===== config.mk =====
export PLATFORM = sky130hd
export DESIGN_NAME = data_path_gen2
export DESIGN_NICKNAME = d
export VERILOG_FILES = /design/src/rtl/data_path_gen2.sv
export SDC_FILE = /design/constraint.sdc
export NUM_CORES = 1
export LEC_CHECK = 0
export ABC_CLOCK_PERIOD_IN_PS = 4480
export BUFFER_PORTS_ARGS = -buffer_cell sky130_fd_sc_hd__buf_4
export CORE_MARGIN = 4
export CORE_UTILIZATION = 35
export CTS_BUF_LIST = sky130_fd_sc_hd__clkbuf_8 sky130_fd_sc_hd__clkbuf_16
export CTS_CLUSTER_DIAMETER = 80
export DETAILED_ROUTE_END_ITERATION = 8
export HOLD_SLACK_MARGIN = 0.03
export PLACE_DENSITY = 0.54
export SLEW_MARGIN = 20
export SYNTH_ARGS = -nofsm -noshare
export SYNTH_HDL_FRONTEND = slang
export SYNTH_SLANG_ARGS = --single-unit

===== constraint.sdc =====
create_clock -name clk -period 4.48 [get_ports clk]
set_clock_uncertainty 0.05 [all_clocks]
set_input_delay 0.896 -clock clk [delete_from_list [all_inputs] [get_ports clk]]
set_output_delay 0.896 -clock clk [all_outputs]
set_load 0.02 [all_outputs]

===== src/rtl/data_path_gen2.sv =====
// CPU data path: PC/MAR/IR/CCR/MDR/SP registers, BUS1/BUS2 muxing and a req/ack memory port with timeout.
// Memory access takes at least 2 cycles (start + ack); new requests while busy are dropped, not queued.
module data_path_gen2 #(
  parameter int                 DATA_W   = 8,
  parameter int                 ADDR_W   = 8,
  parameter int                 FLAG_W   = 4,
  parameter logic [ADDR_W-1:0]  SP_TOP   = ADDR_W'('hFF),
  parameter logic [ADDR_W-1:0]  SP_LIMIT = ADDR_W'('hE0),
  parameter int                 MAX_WAIT = 15
) (
  input  logic              clk,
  input  logic              reset,
  input  logic              ir_load,
  input  logic              mar_load,
  input  logic              pc_load,
  input  logic              pc_rel,
  input  logic              pc_inc,
  input  logic              ccr_load,
  input  logic              sp_dec,
  input  logic              sp_inc,
  input  logic [1:0]        bus1_sel,
  input  logic [2:0]        bus2_sel,
  input  logic [1:0]        addr_sel,
  input  logic              mem_rd,
  input  logic              mem_wr,
  input  logic              mem_ack,
  input  logic [DATA_W-1:0] from_memory,
  input  logic [DATA_W-1:0] alu_result,
  input  logic [DATA_W-1:0] reg_a,
  input  logic [DATA_W-1:0] reg_b,
  input  logic [DATA_W-1:0] imm,
  input  logic [ADDR_W-1:0] addr_val,
  input  logic [FLAG_W-1:0] nzvc,
  output logic              mem_req,
  output logic              mem_we,
  output logic [ADDR_W-1:0] address,
  output logic [DATA_W-1:0] to_memory,
  output logic [DATA_W-1:0] ir,
  output logic [FLAG_W-1:0] ccr,
  output logic [DATA_W-1:0] bus2_data,
  output logic              busy,
  output logic              bus_err,
  output logic              stack_err
);

  localparam int WAIT_W = (MAX_WAIT > 1) ? $clog2(MAX_WAIT) : 1;
  localparam logic [WAIT_W-1:0] WAIT_LAST = WAIT_W'(MAX_WAIT - 1);

  typedef enum logic {S_IDLE, S_ACCESS} state_t;

  state_t            r_state;
  logic [ADDR_W-1:0] r_pc, r_mar, r_sp, r_addr;
  logic [DATA_W-1:0] r_ir, r_mdr, r_wdat;
  logic [FLAG_W-1:0] r_ccr;
  logic [WAIT_W-1:0] r_wait;
  logic              r_mem_req, r_mem_we, r_busy, r_bus_err, r_stack_err;

  logic [DATA_W-1:0] w_bus1, w_bus2;
  logic [ADDR_W-1:0] w_addr_mux, w_bus2_zext, w_bus2_sext;

  always_comb begin
    w_bus1 = '0;
    case (bus1_sel)
      2'd0:    w_bus1 = DATA_W'(r_pc);
      2'd1:    w_bus1 = reg_a;
      2'd2:    w_bus1 = reg_b;
      default: w_bus1 = DATA_W'(r_sp);
    endcase
  end

  always_comb begin
    w_bus2 = '0;
    case (bus2_sel)
      3'd0:    w_bus2 = alu_result;
      3'd1:    w_bus2 = w_bus1;
      3'd2:    w_bus2 = r_mdr;
      3'd3:    w_bus2 = imm;
      3'd4:    w_bus2 = DATA_W'(addr_val);
      default: w_bus2 = '0;
    endcase
  end

  always_comb begin
    w_addr_mux = r_pc;
    case (addr_sel)
      2'd1:    w_addr_mux = r_mar;
      2'd2:    w_addr_mux = r_sp;
      default: w_addr_mux = r_pc;
    endcase
  end

  assign w_bus2_zext = ADDR_W'(w_bus2);
  assign w_bus2_sext = ADDR_W'($signed(w_bus2));

  // Architectural registers follow their strobes every cycle, independent of the memory FSM.
  always_ff @(posedge clk or negedge reset) begin
    if (!reset) begin
      r_pc        <= '0;
      r_mar       <= '0;
      r_ir        <= '0;
      r_ccr       <= '0;
      r_sp        <= SP_TOP;
      r_stack_err <= 1'b0;
    end else begin
      if (ir_load)  r_ir  <= w_bus2;
      if (mar_load) r_mar <= ADDR_W'(w_bus2);
      if (ccr_load) r_ccr <= nzvc;
      if (pc_load)      r_pc <= w_bus2_zext;
      else if (pc_rel)  r_pc <= r_pc + w_bus2_sext;
      else if (pc_inc)  r_pc <= r_pc + ADDR_W'(1);
      case ({sp_dec, sp_inc})
        2'b10: if (r_sp == SP_LIMIT) r_stack_err <= 1'b1;
               else                  r_sp <= r_sp - ADDR_W'(1);
        2'b01: if (r_sp == SP_TOP)   r_stack_err <= 1'b1;
               else                  r_sp <= r_sp + ADDR_W'(1);
        default: ;
      endcase
    end
  end

  always_ff @(posedge clk or negedge reset) begin
    if (!reset) begin
      r_state   <= S_IDLE;
      r_addr    <= '0;
      r_wdat    <= '0;
      r_mdr     <= '0;
      r_wait    <= '0;
      r_mem_req <= 1'b0;
      r_mem_we  <= 1'b0;
      r_busy    <= 1'b0;
      r_bus_err <= 1'b0;
    end else begin
      case (r_state)
        S_IDLE: begin
          if (mem_rd || mem_wr) begin
            r_state   <= S_ACCESS;
            r_addr    <= w_addr_mux;
            r_wdat    <= w_bus1;
            r_wait    <= '0;
            r_mem_req <= 1'b1;
            r_mem_we  <= mem_wr;
            r_busy    <= 1'b1;
          end
        end
        S_ACCESS: begin
          // An ack arriving in the final wait cycle still completes the access.
          if (mem_ack) begin
            if (!r_mem_we) r_mdr <= from_memory;
            r_state   <= S_IDLE;
            r_mem_req <= 1'b0;
            r_mem_we  <= 1'b0;
            r_busy    <= 1'b0;
          end else if (r_wait == WAIT_LAST) begin
            r_state   <= S_IDLE;
            r_mem_req <= 1'b0;
            r_mem_we  <= 1'b0;
            r_busy    <= 1'b0;
            r_bus_err <= 1'b1;
          end else begin
            r_wait <= r_wait + WAIT_W'(1);
          end
        end
        default: r_state <= S_IDLE;
      endcase
    end
  end

  assign mem_req   = r_mem_req;
  assign mem_we    = r_mem_we;
  assign address   = r_busy ? r_addr : w_addr_mux;
  assign to_memory = r_wdat;
  assign ir        = r_ir;
  assign ccr       = r_ccr;
  assign bus2_data = w_bus2;
  assign busy      = r_busy;
  assign bus_err   = r_bus_err;
  assign stack_err = r_stack_err;

endmodule


==> results of run 1 <==
==> cells by family after synthesis <==
family | after synthesis
compound gates | 107
fa+ha+maj | 21
xor+xnor | 13
buf+inv | 48
simple gates | 127
mux | 51
flops | 69
==> metrics by stage <==
stage | setup slack [ns] | std cells | utilization | hold slack [ns]
global placement | 0.325 | 672 | 0.445 | 0.412
global route | 0.464 | 688 | 0.478 | 0.456
detailed placement | 0.295 | 672 | 0.445 | 0.415
CTS | 0.628 | 688 | 0.478 | 0.430
floorplan | 0.456 | 436 | - | 0.400
finish | 0.622 | 688 | 0.478 | 0.424
==> worst register-to-register path: stages (launching register included) <==
cell	delay [ns]
dfrtp_1	0.45
mux4_2	0.51
mux2_4	0.28
a222oi_1	0.31
and2b_2	0.28
ha_1	0.23
or3_1	0.38
a211oi_1	0.25
o31a_1	0.25
xnor2_1	0.08
and4b_1	0.19
a211oi_1	0.21
==> final cells by class <==
| class | instances | area [um2] |
|---|---|---|
| fill | 1077 | 6040 |
| clock inverter | 6 | 134 |
| sequential | 69 | 1740 |
| clock buffer | 10 | 239 |
| multi-input combinational | 319 | 2260 |
| inverter | 23 | 86.3 |
| tap | 143 | 179 |
| timing repair buffer | 118 | 886 |
==> flip-flops by register name, indices dropped and copies added, names as in the netlist, 8 cells and up <==
| name | count |
|---|---|
| r_mar | 8 |
| ir | 8 |
| to_memory | 8 |
| r_pc | 8 |
| r_mdr | 8 |
| r_addr | 8 |
| r_sp | 8 |
==> worst paths after layout <==
check                             start            to  slack [ns]  cells after the start
max                         bus1_sel[0]       r_pc[7]        0.62                     12
min                        to_memory[0]  to_memory[0]        0.42                      2
max reg2reg                     r_pc[4]       r_pc[7]        0.93                     11
min reg2reg                to_memory[0]  to_memory[0]        0.42                      2
max in group asynchronous         reset         ir[1]        3.19                      1
min in group asynchronous         reset     r_addr[0]        0.62                      1
==> routing by layer <==
metal,track usage,vias to the layer above
met2,0.296,79
li1,-,1741
met3,0.0452,9
met4,0.0462,0
met5,0,-
met1,0.235,1689
==> synth_stat cells, types with 2 or more instances <==
cell type and count:
a22oi_1 8, mux4_1 4, a222oi_1 3, ha_1 19, buf_4 2, mux2_4 2, nor2_1 40, and2_1 3
fa_1 2, a221o_1 2, mux2i_1 9, clkbuf_1 18, o22ai_1 2, a211oi_1 5, nand2b_1 2, nor4_1 2
nand3_1 3, nand2_1 55, a21o_1 4, xnor2_1 7, mux4_2 3, o21ai_0 30, inv_2 2, xor2_1 6
buf_1 3, nor2b_1 6, nand3b_1 3, dfrtp_1 61, mux2_2 33, o21bai_1 3, nor3_1 4, inv_1 21
a21oi_1 39, dfstp_2 8, or3_1 2
==> where the power goes <==
part / leakage [nW] / switching, W / internal [W]
Clock: 0.183 / 0.000272 / 0.000615
Combinational: 1.60 / 0.000576 / 0.000540
Sequential: 0.831 / 0.000203 / 0.000849
Total: 2.62 / 0.00105 / 0.00200
==> metrics.txt, run 1 <==
wl on met1 5.59 mm; min Tclk post-route between 3 and 4 ns; GP Congestion 0.902; Synth Area in XOR/XNOR 0.0271; area of the die 0.0138 mm2; Synth Area in Adders 0.0662; Area contributors post-synth dfrtp_1, mux2_2, ha_1; Cell Chain, Critical Path buf_4 > mux4_2 > mux2_4 > a222oi_1 > and2b_2 > ha_1 > or3_1 > a211oi_1 > o31a_1 > xnor2_1 > and4b_1 > a211oi_1; peak supply drop ~0.00023 V; top-area cell type share of the netlist area 0.364; Core Region 0.0116 mm2; status completed; largest family of logic cells by synthesized area multiplexers; PwrDens 553 mW/mm2; count of final setup violators 0; Skew-Pair Late Insertion Delay about 0.34 ns; final cycle utilization of the critical path 0.861; Initial Util 0.363; leading area contributor after synthesis dfrtp_1; Top Family by Delay on Critical Path compound AO/OA/AOI/OAI gates; port buffer count 112; Unique masters post-synth 55; Crit-path slowest cell mux4_2; via count 3518; hpwl dp approximately 9.4 mm; total grt overflow 0; headroom to the max-slew limit 0.421; worst hold-check path type register to register; TritonCTS buffer count 9; first-pass GRT wire length 19.5 mm; EDFF count, synth 0; met2 wire length roughly 5.8 mm; clk sinks 69; final wirelength 12.1 mm; Post-Syn Nets 529; Clock Path Buffers 2; final setup TNS 0 ns; Synth Register Bits 69; Post-DP Area 0.00515 mm2; number of synthesis warnings 0; Die Height 118 um; largest net degree at the start of global routing 70; Max-Cap Viols 0; Top cell by count, worst path a211oi_1; simple-gate share of the synthesized area 0.134; # DRC 0; most common cell after layout, fill and taps aside buf_4; H-Tree Depth 3; complex-gate fraction of the synthesized area 0.154; P_leak 2.62 nW; Syn Area/Cell roughly 9.6 um2; # resized after CTS 0; multiplexer share of the synthesized area 0.158; most frequent cells in the layout buf_4, dfrtp_1, nand2_1; unrepaired setup endpoints after global routing false; Die Span X roughly 120 um; drt pass-1 iters 4; synthesized instance count 436; Post-CTS Repair Setup Buffers 0; root buffer selected by CTS clkbuf_16; asr flop ratio synth 1.00; Buf/Inv on CP 1; share of cells above drive strength 1 0.338; Critical Path Sink Type register; ANT cells 0; top sig layer met4; main flop type after synthesis dfrtp_1; Setup crit start kind input pin; initial antenna violation count 0; Fmax roughly 0.26 GHz; Vias/cell 5.11; Finished Cell Area ~0.0055 mm2; post-synthesis cell area ~0.0042 mm2; CTS tree done; DR WL met3 576 um; Max Transition Viols Final 0; CP peak stage delay 0.54 ns; vias in the first global route about 3600; drt first-iter violations 205; ANT nets after route 0; Arrival @ worst endpoint 4.04 ns; Ports 113; worst-path fanout max 8; Pwr Total 0.00305 W; Final #Nets 633; Reg clk slew, reported paths 0.06 ns; post-synthesis sequential area ratio 0.414; Post-CTS Hold Buffers 0; Row Count 39; drt wl/cell around 18 um; Slew @ Worst Pin 0.865 ns; CP Class input pin to register; gr usage total 0.179; Area Overhead vs Synth 31.6%; Hold Violations, Final 0; Worst EP required 4.67 ns
No activity file was read; power rests on OpenSTA's default activity.
==> run 2, diff against run 1 <==
Settings changed: CAP_MARGIN set to 20, PLACE_DENSITY 0.54 to not set.
==> run 2 against run 1 <==
  * Core utilization decreased by 0.47 points
  * Flip-flop and latch count is the same
  * Critical path depth did not move
  * Sequential share of layout area rose by 0.31 points
  * Non-clock buffer count shrank 1
  * Via count stayed put
  * Clock power is 13% lower
  * Clock-buffer cell count grew 1
==> metrics.txt, run 2 (synthesis results as in run 1) <==
status completed; Filler Cell Count 1080 (+0.28%); initial antenna violation count 0 (unchanged); final wirelength 11.9 mm (-1.2%); H-Tree Depth 3 (unchanged); final setup TNS 0 ns (unchanged); CP peak stage delay 0.53 ns (about the same); # resized after CTS 0 (unchanged); min Tclk post-route 3.80 ns (-0.0560 ns); CTS tree done; Hold Violations, Final 0 (unchanged); first-pass GRT wire length 19.2 mm (-1.4%); Skew-Pair Late Insertion Delay 0.33 ns (about the same); Die Span X 118 um (unchanged); count of final setup violators 0 (unchanged); Area Overhead vs Synth 30.4%; Buf/Inv on CP 1 (unchanged); clk sinks 69 (unchanged); via count 3518 (unchanged); gr usage total 0.175 (-0.00372); largest net degree at the start of global routing 70 (unchanged); Top Family by Delay on Critical Path compound AO/OA/AOI/OAI gates; Row Count 39 (unchanged); P_leak 2.60 nW (-0.80%); Core Region 0.0116 mm2 (unchanged); Post-CTS Repair Setup Buffers 0 (unchanged); worst hold-check path type register to register; area of the die 0.0138 mm2 (unchanged); vias in the first global route 3628 (-0.14%); Max-Cap Viols 0 (unchanged); Initial Util 0.363 (unchanged); drt pass-1 iters 4 (unchanged); Clock Path Buffers 2 (unchanged); headroom to the max-slew limit 0.423 (+0.00225); port buffer count 112 (unchanged); GP Congestion 0.906 (+0.38%); peak supply drop 0.000182 V (-22%); TritonCTS buffer count 9 (unchanged); Worst EP required 4.67 ns (about the same); PwrDens 538 mW/mm2 (-2.7%); ANT cells 0 (unchanged); final cycle utilization of the critical path 0.849 (-0.0125); Critical Path Sink Type register; unrepaired setup endpoints after global routing false; CP Class input pin to register; Max Transition Viols Final 0 (unchanged); Final #Nets 632 (-0.16%); drt wl/cell 17.3 um (-1.0%); most frequent cells in the layout buf_4, dfrtp_1, nand2_1; Post-CTS Hold Buffers 0 (unchanged); Fmax 0.263 GHz (+1.5%); Setup crit start kind input pin; worst-path fanout max 8 (unchanged); hpwl dp 9.40 mm (+0.52%); # DRC 0 (unchanged); Vias/cell 5.12 (+0.15%); Arrival @ worst endpoint 3.99 ns (-0.05 ns); ANT nets after route 0 (unchanged); share of cells above drive strength 1 0.335 (-0.00306); worst hold slack 0.432 ns (+0.00774 ns); Reg clk slew, reported paths 0.05 ns (about the same); drt first-iter violations 227 (+11%); root buffer selected by CTS clkbuf_16; Die Height 118 um (unchanged); most common cell after layout, fill and taps aside buf_4; Slew @ Worst Pin 0.865 ns (-0.000178 ns); Ports 113 (unchanged); total grt overflow 0 (unchanged); Cell Chain, Critical Path buf_4 > mux4_2 > mux2_4 > a222oi_1 > and2b_2 > ha_1 > or3_1 > a211oi_1 > o31a_1 > xnor2_1 > and4b_1 > a211oi_1; Crit-path slowest cell mux4_2; Top cell by count, worst path a211oi_1
run 2: metal layers:
metal / routed length [um] / track usage / vias up
met2: 5840 / 0.287 / 83
li1: - / - / 1749
met3: 574 / 0.0447 / 10
met4: 180 / 0.0571 / 0
met5: 0 / 0 / -
met1: 5320 / 0.227 / 1676
run 2: power by group:
| group | internal (W) | switching, W | total [W] | leakage [nW] |
|---|---|---|---|---|
| registers | 0.000849 | 0.000204 | 0.00105 | 0.831 |
| logic | 0.000539 | 0.000581 | 0.00112 | 1.60 |
| clock network | 0.000513 | 0.000256 | 0.000770 | 0.167 |
| total | 0.00190 | 0.00104 | 0.00294 | 2.60 |
run 2: worst reg2reg max path: cells and delay by family (launching register included):
| family | cells | cell delay [ns] |
|---|---|---|
| mux | 2 | 0.79 |
| flops | 1 | 0.45 |
| fa+ha+maj | 1 | 0.23 |
| xor+xnor | 1 | 0.08 |
| simple gates | 3 | 0.84 |
| compound gates | 4 | 0.99 |
run 2: cell type report:
cell class	instances	area [um2]	share of cell area
Sequential cell	69	1740	0.317
Clock buffer	11	253	0.0462
Multi-Input combinational cell	319	2260	0.414
Timing Repair Buffer	117	878	0.161
Clock inverter	5	73.8	0.0135
Tap cell	143	179	0.0327
Inverter	23	86.3	0.0158
run 2: final timing paths:
check | from | end | slack (ns) | cells past startpoint
hold / removal | r_addr[3] | r_addr[3] | 0.43 | 2
min in group asynchronous | reset | stack_err | 0.63 | 1
max in group asynchronous | reset | ir[2] | 3.19 | 1
setup / recovery | bus1_sel[0] | r_pc[7] | 0.68 | 12
setup reg to reg | r_pc[4] | r_pc[7] | 0.98 | 11
hold reg to reg | r_addr[3] | r_addr[3] | 0.43 | 2
run 2: per-stage QoR:
step                      power (W)  utilization  cell area, um2  worst slack [ns]  std cells
after floorplan             0.00176            -            4200             0.456        436
after global placement      0.00216        0.445            5140             0.364        671
after detailed placement    0.00219        0.445            5140             0.353        671
after CTS                   0.00297        0.473            5470             0.677        687
after global routing        0.00314        0.473            5470             0.443        687
final                       0.00294        0.473            5470             0.678        687
==> run 3, diff against run 2 <==
Settings changed: ABC_CLOCK_PERIOD_IN_PS 4480 to 3900.
Clock period 4.48 ns to 3.9 ns, I/O delays scaled along.
==> run 3 against run 2 <==
  * Register-to-register slack worse by 0.62 ns
  * Routed wire length rose by 2.5%
  * Clock power is 15% higher
  * Flip-flop and latch count unchanged
  * Worst hold slack got worse by 0.011 ns
  * Worst setup slack got worse by 0.56 ns
==> metrics.txt, run 3 (synthesis results as in run 1) <==
drt pass-1 iters 5 (+1); min Tclk post-route 3.78 ns; CTS tree done; initial antenna violation count 0 (unchanged); total grt overflow 0 (unchanged); fin cells 699 (+1.7%); final wirelength 12.2 mm (+2.5%); share of cells above drive strength 1 0.349 (+0.0144); worst hold-check path type register to register; count of final setup violators 0 (unchanged); GP Congestion 0.876 (-3.2%); headroom to the max-slew limit 0.423 (about the same); worst-path fanout max 8 (unchanged); hpwl dp 9.45 mm (+0.45%); status completed; Gate power share 0.387 (+0.006); clk sinks 69 (unchanged); Worst EP required 4.08 ns (-0.59 ns); Util after Layout 0.481 (+0.00779); most frequent cells in the layout buf_4, dfrtp_1, nand2_1; Clock power frac 0.258 (-0.004); ANT cells 0 (unchanged); peak supply drop 0.000251 V (+38%); Row Count 39 (unchanged); Finished Cell Area 0.00556 mm2 (+1.6%); Initial Util 0.363 (unchanged); Skew-Pair Late Insertion Delay 0.33 ns (about the same); vias in the first global route 3635 (+0.19%); unrepaired setup endpoints after global routing false; Fmax 0.265 GHz; P_leak 2.64 nW (+1.9%); Top cell by count, worst path a211oi_1; Arrival @ worst endpoint 3.95 ns (-0.04 ns); PwrDens 615 mW/mm2 (+14%); worst setup margin 0.123 ns (-0.555 ns); final setup TNS 0 ns (unchanged); Placed Cells 683 (+1.8%); Ports 113 (unchanged); Post-CTS Hold Buffers 0 (unchanged); Post-CTS Repair Setup Buffers 0 (unchanged); area of the die 0.0138 mm2 (unchanged); Setup crit start kind input pin; TritonCTS buffer count 9 (unchanged); drt first-iter violations 270 (+19%); Crit-path slowest cell mux4_2; CP peak stage delay 0.54 ns (about the same); port buffer count 112 (unchanged); P_sw 0.00123 W (+18%); via count 3681 (+4.6%); sw frac 0.359 (+0.00535); Final #Nets 644 (+1.9%); gr usage total 0.175 (about the same); total internal power 0.00219 W (+15%); Hold Violations, Final 0 (unchanged); # DRC 0 (unchanged); Max Transition Viols Final 0 (unchanged); Reg clk slew, reported paths 0.06 ns (about the same); pre-CTS WS -0.123 ns (-0.476 ns); # resized after CTS 0 (unchanged); final cycle utilization of the critical path 0.969; Critical Path Sink Type register; Post-DP Area 0.00523 mm2 (+1.8%); Core Region 0.0116 mm2 (unchanged); ANT nets after route 0 (unchanged); root buffer selected by CTS clkbuf_16; Die Span X 118 um (unchanged); largest net degree at the start of global routing 70 (unchanged); Die Height 118 um (unchanged); drt wl/cell 17.5 um (+0.76%); Max-Cap Viols 0 (unchanged); Slew @ Worst Pin 0.865 ns (-0.000227 ns); Seq pwr share 0.354 (-0.004); CP Class input pin to register; Clock Path Buffers 2 (unchanged); first-pass GRT wire length 19.3 mm (+0.33%); H-Tree Depth 3 (unchanged); Area Overhead vs Synth 32.5%; Cell Chain, Critical Path buf_4 > mux4_2 > mux2_4 > a222oi_1 > and2b_2 > ha_1 > or3_1 > a211oi_1 > o31a_1 > xnor2_1 > and4b_1 > a211oi_1; most common cell after layout, fill and taps aside buf_4; Vias/cell 5.27 (+2.8%)
-- run 3: cell count changes in the layout (fill, tap and decap cells not counted) --
cell | before | now
clkbuf_8 | 2 | 1
clkinvlp_4 | 0 | 2
buf_4 | 117 | 129
clkinv_2 | 2 | 0
clkinv_4 | 0 | 1
-- run 3: metrics by stage --
step           hold slack (ns)  total power, W
6_report                 0.420         0.00342
4_1_cts                  0.428         0.00344
3_5_place_dp             0.407         0.00254
3_3_place_gp             0.411         0.00251
2_1_floorplan            0.400         0.00202
5_1_grt                  0.437         0.00364
-- run 3: final cells by class --
cell class	instances	area, um2
Multi-Input combinational cell	319	2260
Inverter	23	86.3
Timing Repair Buffer	129	968
Sequential cell	69	1740
Clock buffer	10	239
Fill cell	1099	6000
Clock inverter	6	87.6
Tap cell	143	179
-- run 3: routing by layer --
| metal | vias to the layer above | global-route usage | part of all wire |
|---|---|---|---|
| met5 | - | 0 | 0 |
| met4 | 0 | 0.0505 | 0.015 |
| met2 | 117 | 0.292 | 0.48 |
| met1 | 1783 | 0.223 | 0.45 |
| met3 | 14 | 0.0471 | 0.060 |
| li1 | 1767 | - | - |
-- run 3: path summary, 6_finish.rpt --
check	start	to	slack, ns	depth (start not counted)
worst max-delay path	bus1_sel[0]	r_pc[7]	0.12	12
worst min-delay path	stack_err	stack_err	0.42	1
worst max register to register	r_sp[4]	r_pc[7]	0.36	11
worst min register to register	stack_err	stack_err	0.42	1
max in group asynchronous	reset	r_mdr[2]	2.72	1
min in group asynchronous	reset	stack_err	0.50	1
-- run 3: worst max-delay path: cells and delay by family --
| kind | cells | cell delay [ns] |
|---|---|---|
| compound gates | 4 | 1.10 |
| mux | 2 | 0.82 |
| xor+xnor | 1 | 0.08 |
| fa+ha+maj | 1 | 0.18 |
| simple gates | 3 | 0.83 |
| buf+inv | 1 | 0.15 |
-- run 3: power by group through the flow --
stage	clock network, W	registers [W]	logic (W)
2_1_floorplan	0	0.00119	0.000823
3_3_place_gp	0	0.00121	0.00129
3_5_place_dp	0	0.00122	0.00132
4_1_cts	0.000903	0.00121	0.00133
5_1_grt	0.000936	0.00125	0.00145
6_report	0.000884	0.00121	0.00132
